==> src/rtl/div_arbiter.sv <==
// div_arbiter: round-robin sharing of one pipelined 16/8 divider with a credit-guarded response FIFO; optional DIVARB_STATS_EN adds err_cnt/stats_clr
module div_arbiter #(
  parameter int NREQ      = 4,
  parameter int IDW       = 2,
  parameter int LAT       = 4,
  parameter int RSP_DEPTH = 8
) (
  input  logic                 clk,
  input  logic                 rst_n,
`ifdef DIVARB_STATS_EN
  input  logic                 stats_clr,
  output logic [15:0]          err_cnt,
`endif
  input  logic [NREQ-1:0]      req_valid,
  input  logic [16*NREQ-1:0]   req_a,
  input  logic [8*NREQ-1:0]    req_b,
  output logic [NREQ-1:0]      req_ready,
  output logic [15:0]          div_a,
  output logic [7:0]           div_b,
  input  logic [7:0]           div_q,
  output logic                 rsp_valid,
  input  logic                 rsp_ready,
  output logic [IDW-1:0]       rsp_id,
  output logic [7:0]           rsp_q,
  output logic                 rsp_dz,
  output logic                 rsp_ovf,
  output logic                 busy
);
  localparam int CW = $clog2(RSP_DEPTH + 1);
  localparam int AW = (RSP_DEPTH > 1) ? $clog2(RSP_DEPTH) : 1;

  typedef struct packed {
    logic           v;
    logic [IDW-1:0] id;
    logic           dz;
    logic           ovf;
  } sh_t;

  typedef struct packed {
    logic [IDW-1:0] id;
    logic           dz;
    logic           ovf;
    logic [7:0]     q;
  } ent_t;

  sh_t            sh [LAT+1];
  ent_t           mem [RSP_DEPTH];
  ent_t           head;
  logic [IDW-1:0] ptr, gid;
  logic [CW-1:0]  credit, cnt;
  logic [AW-1:0]  wr, rd;
  logic           grant_en, found, accept, push, pop;
  logic [15:0]    sel_a;
  logic [7:0]     sel_b;

  // Round-robin search from ptr+1, gated by registered credit so a same-cycle pop never widens the window
  always_comb begin
    grant_en = (credit < CW'(RSP_DEPTH)) && rst_n;
    found = 1'b0;
    gid = '0;
    for (int k = 1; k <= NREQ; k++) begin
      logic [IDW-1:0] j;
      j = IDW'((int'(ptr) + k) % NREQ);
      if (!found && req_valid[j]) begin
        found = 1'b1;
        gid = j;
      end
    end
    accept = grant_en && found;
    req_ready = '0;
    req_ready[gid] = accept;
    sel_a = '0;
    sel_b = '0;
    for (int i = 0; i < NREQ; i++) begin
      if (gid == IDW'(i)) begin
        sel_a = req_a[16*i +: 16];
        sel_b = req_b[8*i +: 8];
      end
    end
  end

  assign push      = sh[LAT].v;
  assign pop       = rsp_valid && rsp_ready;
  assign head      = mem[rd];
  assign rsp_valid = cnt != '0;
  assign rsp_id    = rsp_valid ? head.id : '0;
  assign rsp_q     = rsp_valid ? head.q : '0;
  assign rsp_dz    = rsp_valid && head.dz;
  assign rsp_ovf   = rsp_valid && head.ovf;
  assign busy      = credit != '0;

  // Issue operands and walk the tag/flag shadow alongside the divider; credit tracks accepted-but-unpopped work
  always_ff @(posedge clk) begin
    if (!rst_n) begin
      ptr <= '0;
      div_a <= '0;
      div_b <= '0;
      credit <= '0;
      for (int i = 0; i <= LAT; i++) sh[i] <= '0;
    end else begin
      if (accept) ptr <= gid;
      div_a <= accept ? sel_a : '0;
      div_b <= accept ? sel_b : '0;
      sh[0] <= accept ? {1'b1, gid, sel_b == 8'd0, sel_b != 8'd0 && sel_a[15:8] >= sel_b} : '0;
      for (int i = 1; i <= LAT; i++) sh[i] <= sh[i-1];
      credit <= credit + CW'(accept) - CW'(pop);
    end
  end

  // Response storage; the divider result is replaced by all-ones whenever it is meaningless
  always_ff @(posedge clk) begin
    if (push) mem[wr] <= {sh[LAT].id, sh[LAT].dz, sh[LAT].ovf, (sh[LAT].dz || sh[LAT].ovf) ? 8'hFF : div_q};
  end

  // Circular FIFO pointers and occupancy
  always_ff @(posedge clk) begin
    if (!rst_n) begin
      wr <= '0;
      rd <= '0;
      cnt <= '0;
    end else begin
      if (push) wr <= (wr == AW'(RSP_DEPTH - 1)) ? '0 : wr + 1'b1;
      if (pop) rd <= (rd == AW'(RSP_DEPTH - 1)) ? '0 : rd + 1'b1;
      cnt <= cnt + CW'(push) - CW'(pop);
    end
  end

`ifdef DIVARB_STATS_EN
  // Saturating count of popped responses carrying an error flag; clear wins over increment
  always_ff @(posedge clk) begin
    if (!rst_n || stats_clr) err_cnt <= '0;
    else if (pop && (rsp_dz || rsp_ovf) && err_cnt != 16'hFFFF) err_cnt <= err_cnt + 16'd1;
  end
`endif

endmodule
==> config.mk <==
export PLATFORM = sky130hd
export DESIGN_NAME = div_arbiter
export DESIGN_NICKNAME = d
export VERILOG_FILES = /design/src/rtl/div_arbiter.sv
export SDC_FILE = /design/constraint.sdc
export NUM_CORES = 1
export LEC_CHECK = 0
export CAP_MARGIN = 20
export CORE_MARGIN = 4
export CORE_UTILIZATION = 55
export DETAILED_ROUTE_END_ITERATION = 7
export PLACE_DENSITY = 0.85
export RECOVER_POWER = 100
export SKIP_LAST_GASP = 1
export SYNTH_ARGS = -nofsm -noshare
export SYNTH_HDL_FRONTEND = slang
export SYNTH_SLANG_ARGS = --single-unit
==> constraint.sdc <==
create_clock -name clk -period 6.35 [get_ports clk]
set_input_delay 0.9525 -clock clk [delete_from_list [all_inputs] [get_ports clk]]
set_output_delay 0.9525 -clock clk [all_outputs]
set_load 0.02 [all_outputs]
==> metrics, run 1 <==
status=complete, but fails checks; failing checks=capacitance limit, slew limit; CTS max path bufs=2; final non-filler cell total=846; Die Y-Extent=123 µm; Setup crit start kind=input port; Ports=153; Max Slew Vio Count=52; # resized after CTS=0; Core ar.=12,800 µm²; TritonRoute pass-1 iters=5; Via density=5.53; first-pass GRT wire length=25,900 µm; yosys warns=0; # Post-CTS Setup Buffers=0; Max transition margin=-35.8%; Ant. Diodes=0; worst-path fanout max=25; worst r2r path cells=12; GRT Resource Usage Total=around 23%; WP data required=roughly 5.4 ns; antenna violations before repair=0; P_int=0.00223 W; worst min path class=reg2reg; R2R Setup Slk=2.27 ns; Max Cap Viol=2; Port Buffers=between 150 and 200; Least-Margin Pin Slew=about 2.0 ns; clock network fraction of design power=just under 30%; Starting DRT DRC Count=between 200 and 300; Sw Pwr=between 0.0009 and 0.001 W; global route total overflow=0; CTS clk-pin slew, worst paths=0.06 ns; worst vdd ir=0.000187 V; Net Sw Frac=30.2%; vias in the first global route=5,190; Fin Setup TNS=0 ns; Root Driver=clkbuf_16; total die area=approximately 15,000 µm²; layout cell share with drive strength beyond 1=10.5%; DP HPWL=11,700 µm; final net count=797; clock tree sinks=roughly 160; Mapped Nets=640; RR Startpoint=ptr[0]$_SDFFE_PN0P_; final setup fails=0; hold depth=1; ys async rst share=0%; Power Density=342 nW/µm²; largest net degree at the start of global routing=38; CTS tree=yes; min Tclk post-route=5.36 ns; ANT nets after route=0; EDFF count, synth=between 90 and 100; Initial Util=56.8%; Crit path arrival time=4.41 ns; RSZ-0062 raised after global routing=no; clk_lat worst skew=0.42 ns; crit end category=primary output; hold_sp=sh[0][1]$_SDFF_PN0_; Max Fclk=187 MHz; Comb power frac=31.9%; final hold vios=0; WL/cell=19.2 µm; H-tree depth=4; synth unique cells=43; worst r2r dst=sh[0][0]$_SDFF_PN0_; FILL cells=824; fin crit share=84.4%; utilization after layout=73.3%; final WL=16,200 µm; CTS buffer count=17; DR vias=about 4,700; Hold EP=sh[0][6]$_SDFF_PN0_; hold_buf cts=0; sequential area share after synthesis=58.5%; drc violations=0; Worst Clk Skew=0.00643 ns; area delta synth->final=29.1%; Cells after DPL=815; kind of critical path=in2out; Most used DFF post-synth=edfxtp_1; RD Place Congestion=0.906; die span in x=about 120 µm; sequential share of power=38.9%; # rows=41; LEAKAGE=3.45 nW; Synth Cell Area=7250 µm²; overall power=0.00320 W; Synth Instances=505; Syn Area/Cell=14.4 µm²; Yosys reg bits=164
==> cells in the final DEF (no fill, tap or decap), drive strengths merged, types with 5 or more instances in the layout <==
| cell | synthesis | layout |
|---|---|---|
| and2 | 27 | 27 |
| a21oi | 5 | 5 |
| edfxtp | 96 | 96 |
| dfxtp | 68 | 68 |
| ha | 22 | 22 |
| o22ai | 16 | 16 |
| nand2 | 14 | 14 |
| mux2i | 65 | 65 |
| dlygate4sd3 | 0 | 50 |
| mux2 | 8 | 8 |
| inv | 18 | 21 |
| mux4 | 24 | 24 |
| clkdlybuf4s50 | 0 | 102 |
| nor2b | 16 | 16 |
| or3 | 8 | 8 |
| nand2b | 8 | 8 |
| nor2 | 26 | 26 |
| clkbuf | 7 | 31 |
| nor4 | 8 | 8 |
| a211oi | 17 | 17 |
| clkinv | 0 | 8 |
==> power by group through the flow <==
stage | combinational [W] | clock [W] | sequential [W]
global placement | 0.00103 | 0 | 0.00127
CTS | 0.00109 | 0.000946 | 0.00125
floorplan | 0.000665 | 0 | 0.00130
finish | 0.00102 | 0.000933 | 0.00124
detailed placement | 0.00107 | 0 | 0.00127
global route | 0.00113 | 0.000998 | 0.00125
==> cells in the mapped netlist, types with 4 or more instances <==
cell | number | area [µm²]
a211oi_2 | 16 | 200
a21o_1 | 4 | 30.0
a21oi_1 | 5 | 25.0
and2_1 | 27 | 169
buf_12 | 4 | 80.1
buf_2 | 7 | 35.0
buf_4 | 4 | 30.0
buf_6 | 4 | 45.0
clkbuf_1 | 7 | 26.3
dfxtp_1 | 68 | 1360
edfxtp_1 | 96 | 2880
ha_1 | 22 | 275
inv_1 | 18 | 67.6
mux2_2 | 8 | 90.1
mux2i_1 | 65 | 651
mux4_2 | 24 | 541
nand2_1 | 13 | 48.8
nand2b_1 | 8 | 50.1
nor2_1 | 26 | 97.6
nor2b_1 | 16 | 100
nor4_1 | 8 | 50.1
o22ai_1 | 16 | 100
or3_1 | 8 | 50.1
==> cell families after synthesis <==
family,count (synthesis),share of synthesized area [%]
adder cells (fa/ha/maj),24,4.35
flip-flops,164,58.5
buffers and inverters,46,4.02
XOR/XNOR,4,0.483
multiplexers,97,17.7
AO/OA/AOI/OAI,54,6.27
AND/OR/NAND/NOR,116,8.66
==> metal layers <==
layer / global-route usage, % / routed length [µm] / up-vias
met5: 0 / 0 / -
met4: 7.84 / 340 / 0
met3: 6.82 / 1130 / 28
met2: 41.3 / 8660 / 184
met1: 26.3 / 6100 / 2252
li1: - / - / 2211
==> how the worst max path moves through the flow <==
stage                 startpoint                   to  slack [ns]  cells past startpoint
global route        req_valid[0]         req_ready[1]        0.70                      6
floorplan           req_valid[0]  sh[0][0]$_SDFF_PN0_        3.14                     11
detailed placement         rst_n         req_ready[0]        1.67                      5
finish              req_valid[0]         req_ready[1]        0.99                      6
global placement           rst_n         req_ready[0]        1.69                      5
CTS                        rst_n         req_ready[0]        1.66                      5
==> critical path: stages <==
cell	delay (ns)
clkdlybuf4s50_1	0.50
o21ai_0	0.19
o221a_1	0.97
clkbuf_1	0.98
nor2_1	0.10
dlygate4sd3_1	0.71
==> cell type report <==
type                            count  area [µm²]  area share [%]
Inverter                           18        67.6           0.722
Timing Repair Buffer              166        1590            17.0
Clock buffer                       19         433            4.63
Tap cell                          172         215            2.30
Clock inverter                     12         106            1.14
Multi-Input combinational cell    295        2700            28.9
Sequential cell                   164        4240            45.3
==> through the flow <==
step,area [µm²],worst slack [ns],hold slack (ns)
floorplan,7250,3.14,0.412
global placement,8880,1.69,0.415
detailed placement,8890,1.67,0.417
CTS,9430,1.66,0.434
global route,9360,0.697,0.449
finish,9360,0.990,0.430
==> registers in the layout, summed over array words and instances (netlist names), named ones only <==
register / cells
cnt: 4
credit: 4
div_a: 16
div_b: 8
mem: 96
ptr: 2
rd: 3
sh: 25
wr: 3
Note: power is estimated with default switching activity, not from simulation.
==> inputs of run 2 (changes only) <==
--- a/config.mk
+++ b/config.mk
@@ -7,9 +7,9 @@
 export LEC_CHECK = 0
 export CAP_MARGIN = 20
 export CORE_MARGIN = 4
-export CORE_UTILIZATION = 55
+export CORE_UTILIZATION = 46
 export DETAILED_ROUTE_END_ITERATION = 7
-export PLACE_DENSITY = 0.85
+export PLACE_DENSITY = 0.76
 export RECOVER_POWER = 100
 export SKIP_LAST_GASP = 1
 export SYNTH_ARGS = -nofsm -noshare
==> constraint.sdc (replaced) <==
create_clock -name clk -period 4.43 [get_ports clk]
set_input_delay 0.6645 -clock clk [delete_from_list [all_inputs] [get_ports clk]]
set_output_delay 0.6645 -clock clk [all_outputs]
set_load 0.02 [all_outputs]
==> run 2 against run 1 <==
Compared with the run above:
- the run now ends clean
- hold slack about the same
- sequential power increased by 43%
- critical endpoint is now req_ready[2]
- total power increased by 46%
- utilization decreased by 11 points
- sequential cell count unchanged
- combinational power increased by 44%
- first-iteration DRC count decreased by 12%
- clock skew increased by 0.0059 ns
- die area increased by 18%
==> metrics, run 2 (synthesis results as in run 1) <==
status=finished clean; Ant. Diodes=0 (unchanged); most frequent cells in the layout=clkdlybuf4s50_1, edfxtp_1, dfxtp_1; Max Fclk=269 MHz; CTS max path bufs=2 (unchanged); largest reg by FF count=mem; sequential share of power=38.0% (-0.9 points); Least-Margin Pin Slew=1.23 ns (-0.811 ns); RD Place Congestion=0.876 (-3.2%); ANT nets after route=0 (unchanged); largest net degree at the start of global routing=54 (+42%); max FFs per register=96 (unchanged); global route total overflow=0 (unchanged); Max transition margin=18.3% (+54 points); final hold vios=0 (unchanged); WP data required=3.77 ns (-1.63 ns); clock network fraction of design power=30.6% (+1.4 points); Cells after DPL=859 (+5.4%); worst-path fanout max=10 (-60%); DP HPWL=11,600 µm (-0.92%); antenna violations before repair=0 (unchanged); Setup crit start kind=input port; vias in the first global route=5,111 (-1.5%); Ports=153 (unchanged); LEAKAGE=3.51 nW (+1.7%); Starting DRT DRC Count=238 (-12%); worst vdd ir=0.000279 V (+49%); Power Density=492 nW/µm² (+44%); Max Slew Vio Count=0 (-100%); # Post-CTS Setup Buffers=0 (unchanged); GRT Resource Usage Total=19.0% (-4.1 points); hold_buf cts=0 (unchanged); Largest regs=mem: 96 flops, sh: 25 flops, div_a: 16 flops; WL/cell=18.5 µm (-3.6%); Crit path arrival time=3.05 ns (-1.36 ns); clk_lat worst skew=0.42 ns (about the same); Core ar.=15,300 µm² (+20%); Net Sw Frac=30.3% (+0.053 points); DR vias=4,678 (+0.064%); worst min path class=reg2reg; Via density=5.25 (-5.0%); crit end category=primary output; Sw Pwr=0.00141 W (+46%); TritonRoute pass-1 iters=4 (-1); layout cell share with drive strength beyond 1=11.8% (+1.2 points); commonest non-fill, non-tap cell in the layout=clkdlybuf4s50_1; P_int=0.00326 W (+46%); Die Y-Extent=134 µm (+8.7%); clock tree sinks=164 (unchanged); H-tree depth=4 (unchanged); min Tclk post-route=between 3 and 4 ns; die span in x=134 µm (+8.7%); final net count=802 (+0.63%); Max Cap Viol=0 (-2); final WL=16,500 µm (+1.6%); Comb power frac=31.4% (-0.5 points); Worst Clk Skew=0.0123 ns (+0.00590 ns); Port Buffers=152 (unchanged); final non-filler cell total=891 (+5.3%); Fin Setup TNS=0 ns (unchanged); CTS clk-pin slew, worst paths=0.06 ns (about the same); CTS buffer count=17 (unchanged); Root Driver=clkbuf_16; kind of critical path=in2out; area delta synth->final=30.9%; CTS tree=yes; # rows=45 (+9.8%); final setup fails=0 (unchanged); first-pass GRT wire length=26,100 µm (+0.88%); RSZ-0062 raised after global routing=no; Initial Util=47.3% (-9.4 points); # resized after CTS=0 (unchanged); total die area=17,800 µm² (+18%); FILL cells=1,185 (+44%); drc violations=0 (unchanged); fin crit share=between 80% and 90%
## run 2: changes by cell type in the layout (fill, tap and decap cells not counted), moves of 3 or more
| cell | delta |
|---|---|
| clkinv_1 | -3 |
| clkdlybuf4s50_1 | +7 |
| and2_0 | -6 |
| and2_1 | +6 |
| buf_4 | +4 |
| dlygate4sd3_1 | -7 |
## run 2: path summary, 6_finish.rpt
check | start | end | slack, ns | depth (start not counted)
min reg2reg | sh[0][1]$_SDFF_PN0_ | sh[0][6]$_SDFF_PN0_ | 0.43 | 1
max reg2reg | cnt[2]$_SDFF_PN0_ | cnt[2]$_SDFF_PN0_ | 1.34 | 13
max | req_valid[0] | req_ready[2] | 0.71 | 7
min | sh[0][1]$_SDFF_PN0_ | sh[0][6]$_SDFF_PN0_ | 0.43 | 1
## run 2: critical path, cell delays in order
cell             delay (ns)
clkdlybuf4s50_1        0.50
o21ai_0                0.22
o221a_1                0.48
buf_4                  0.28
nand2_1                0.09
nor2_1                 0.12
dlygate4sd3_1          0.69
## run 2: area by class of cell
| type | count | area, µm² | share of cell area, % |
|---|---|---|---|
| Sequential cell | 164 | 4240 | 44.7 |
| Inverter | 18 | 67.6 | 0.712 |
| Tap cell | 211 | 264 | 2.78 |
| Clock buffer | 22 | 507 | 5.34 |
| Timing Repair Buffer | 171 | 1630 | 17.2 |
| Multi-Input combinational cell | 295 | 2700 | 28.4 |
| Clock inverter | 10 | 81.3 | 0.857 |
## run 2: power by group through the flow
stage               logic (W)  clock network (W)  registers, W
floorplan            0.000953                  0       0.00186
global placement      0.00152                  0       0.00181
detailed placement    0.00156                  0       0.00181
CTS                   0.00157            0.00145       0.00178
global route          0.00162            0.00153       0.00178
finish                0.00147            0.00143       0.00177
## run 2: metal layers
layer	wire, µm	up-vias	share of wire, %	track usage [%]
met4	250	0	1.5	6.63
met3	1340	20	8.1	6.91
met2	8690	189	53	33.4
li1	-	2219	-	-
met5	0	-	0	0
met1	6210	2250	38	21.5
## run 2: stage by stage
step	setup WS, ns	util [%]	area (µm²)	hold slack [ns]	power, W
2_1_floorplan	1.51	-	7250	0.412	0.00281
3_3_place_gp	0.769	58.7	8980	0.415	0.00333
5_1_grt	0.504	62.0	9490	0.433	0.00493
4_1_cts	0.907	62.5	9570	0.429	0.00480
3_5_place_dp	0.696	58.7	8980	0.419	0.00337
6_report	0.712	62.0	9490	0.430	0.00467
==> inputs of run 3 (changes only) <==
==> constraint.sdc (replaced) <==
create_clock -name clk -period 3 [get_ports clk]
set_input_delay 0.45 -clock clk [delete_from_list [all_inputs] [get_ports clk]]
set_output_delay 0.45 -clock clk [all_outputs]
set_load 0.02 [all_outputs]
==> run 3 against run 2 <==
Compared with the run above:
- sequential share of layout area down 0.76 points
- routed wire length fell by 0.48%
- sequential cell count did not move
- non-clock buffer count grew 26
- utilization is 1.1 points higher
- cell area is 1.7% higher
- clock power is 41% higher
- total power increased by 49%
- clock-buffer cell count shrank 2
- largest cell class unchanged
==> metrics, run 3 (synthesis results as in run 1) <==
DP HPWL=11,700 µm (+0.78%); worst vdd ir=0.000430 V (+54%); status=finished clean; commonest non-fill, non-tap cell in the layout=clkdlybuf4s50_1; max FFs per register=96 (unchanged); Via density=5.27 (+0.45%); Max Fclk=approximately 330 MHz; GRT Resource Usage Total=19.0% (-0.040 points); largest net degree at the start of global routing=37 (-31%); Fin Setup TNS=0 ns (unchanged); DR vias=4,836 (+3.4%); CTS clk-pin slew, worst paths=0.06 ns (about the same); worst min path class=reg2reg; antenna violations before repair=0 (unchanged); min Tclk post-route=3.00 ns; RR Startpoint=ptr[0]$_SDFFE_PN0P_; utilization after layout=63.0% (+1.1 points); global route total overflow=0 (unchanged); Worst Clk Skew=0.00854 ns (-0.00380 ns); hold depth=1 (unchanged); Cells after DPL=885 (+3.0%); hold_sp=sh[0][15]$_SDFF_PN0_; LEAKAGE=3.59 nW (+2.3%); Power Density=721 nW/µm² (+46%); Hold EP=sh[0][20]$_SDFF_PN0_; Initial Util=47.3% (unchanged); RD Place Congestion=0.912 (+4.1%); die span in x=134 µm (unchanged); CTS tree=yes; R2R Setup Slk=0.16 ns (-1.18 ns); area delta synth->final=33.2%; Largest regs=mem: 96 flops, sh: 25 flops, div_a: 16 flops; Least-Margin Pin Slew=1.07 ns (-0.155 ns); # rows=45 (unchanged); clock tree sinks=164 (unchanged); Ports=153 (unchanged); first-pass GRT wire length=26,300 µm (+0.90%); worst r2r dst=sh[0][0]$_SDFF_PN0_; Starting DRT DRC Count=282 (+18%); CTS buffer count=17 (unchanged); final worst slack=0.00341 ns (-0.708 ns); WP data required=3.30 ns (-0.47 ns); Port Buffers=152 (unchanged); worst r2r path cells=11 (-2); final net count=828 (+3.2%); final WL=16,400 µm (-0.48%); DP Worst Slack=-0.386 ns (-1.08 ns); Max transition margin=28.6% (+10 points); Core ar.=15,300 µm² (unchanged); most frequent cells in the layout=clkdlybuf4s50_1, edfxtp_1, dfxtp_1; final setup fails=0 (unchanged); vias in the first global route=5,269 (+3.1%); Max Cap Viol=0 (unchanged); overall power=0.00696 W (+49%); FILL cells=1,167 (-1.5%); worst-path fanout max=14 (+4); kind of critical path=in2reg; ANT nets after route=0 (unchanged); crit end category=flop; final non-filler cell total=917 (+2.9%); drc violations=0 (unchanged); hold_buf cts=0 (unchanged); Max Slew Vio Count=0 (unchanged); Die Y-Extent=134 µm (unchanged); TritonRoute pass-1 iters=4 (unchanged); largest reg by FF count=mem; CTS max path bufs=2 (unchanged); Setup crit start kind=input port; Crit path arrival time=3.30 ns (+0.25 ns); Root Driver=clkbuf_16; layout cell share with drive strength beyond 1=14.3% (+2.5 points); Ant. Diodes=0 (unchanged); fin crit share=~100%; WL/cell=17.9 µm (-3.3%); clk_lat worst skew=0.42 ns (about the same); H-tree depth=4 (unchanged); total die area=17,800 µm² (unchanged); final hold vios=0 (unchanged)
run 3: changes by cell type in the layout (fill, tap and decap cells not counted), moves of 3 or more:
cell             previous run  this run
buf_4                       5        29
dlygate4sd3_1              43        32
clkdlybuf4s50_1           109       116
clkbuf_1                   13        17
clkinv_1                    1         5
inv_6                       5         1
dlygate4sd2_1               0         3
run 3: cell type report:
cell class	instances	area (µm²)	share of cell area (%)
inverter	18	67.6	0.700
clock inverter	12	113	1.17
clock buffer	20	437	4.52
sequential	164	4240	44.0
tap	211	264	2.73
multi-input combinational	295	2710	28.0
timing repair buffer	197	1820	18.9
run 3: worst max-delay path by stage:
stage | startpoint | endpoint | cells after the start | slack [ns]
3_5_place_dp | req_valid[3] | sh[0][0]$_SDFF_PN0_ | 12 | -0.39
4_1_cts | req_valid[3] | sh[0][0]$_SDFF_PN0_ | 12 | 0.02
6_report | req_valid[3] | sh[0][0]$_SDFF_PN0_ | 12 | 0.003
2_1_floorplan | req_valid[0] | sh[0][0]$_SDFF_PN0_ | 11 | 0.29
3_3_place_gp | req_valid[3] | sh[0][0]$_SDFF_PN0_ | 13 | -0.27
5_1_grt | req_valid[3] | sh[0][0]$_SDFF_PN0_ | 12 | -0.03
run 3: power by group:
group	switching (W)	total [W]	leakage, nW	internal (W)
sequential	0.0000734	0.00262	1.37	0.00255
clock	0.000817	0.00202	0.258	0.00121
combinational	0.00116	0.00231	1.96	0.00115
total	0.00205	0.00696	3.59	0.00490
run 3: worst max-delay path, cell delays in order:
cell             delay, ns
clkdlybuf4s50_1       0.47
and2b_1               0.21
o21ai_2               0.18
o311ai_4              0.12
buf_12                0.17
mux2i_2               0.16
mux2_2                0.27
ha_1                  0.31
a21o_1                0.19
a2111oi_1             0.44
o21ai_1               0.13
o2111a_1              0.17
run 3: timing repair:
action                                  CTS  global route
setup buffers                             0             0
resized for setup                         4             6
cloned                                    0             0
pin swaps                                 0             0
endpoints found under the setup margin    4             2
run 3: per-stage QoR:
step	hold WS, ns	instance area (µm²)
2_1_floorplan	0.412	7250
5_1_grt	0.440	9660
3_3_place_gp	0.414	9190
4_1_cts	0.429	9740
6_report	0.429	9660
3_5_place_dp	0.417	9190
run 3: metal layers:
layer | vias up | share of wire (%) | track usage (%)
met5 | - | 0 | 0
met4 | 0 | 2.1 | 6.69
met3 | 28 | 7.1 | 6.00
met2 | 210 | 50 | 32.9
met1 | 2333 | 40 | 22.4
li1 | 2265 | - | -
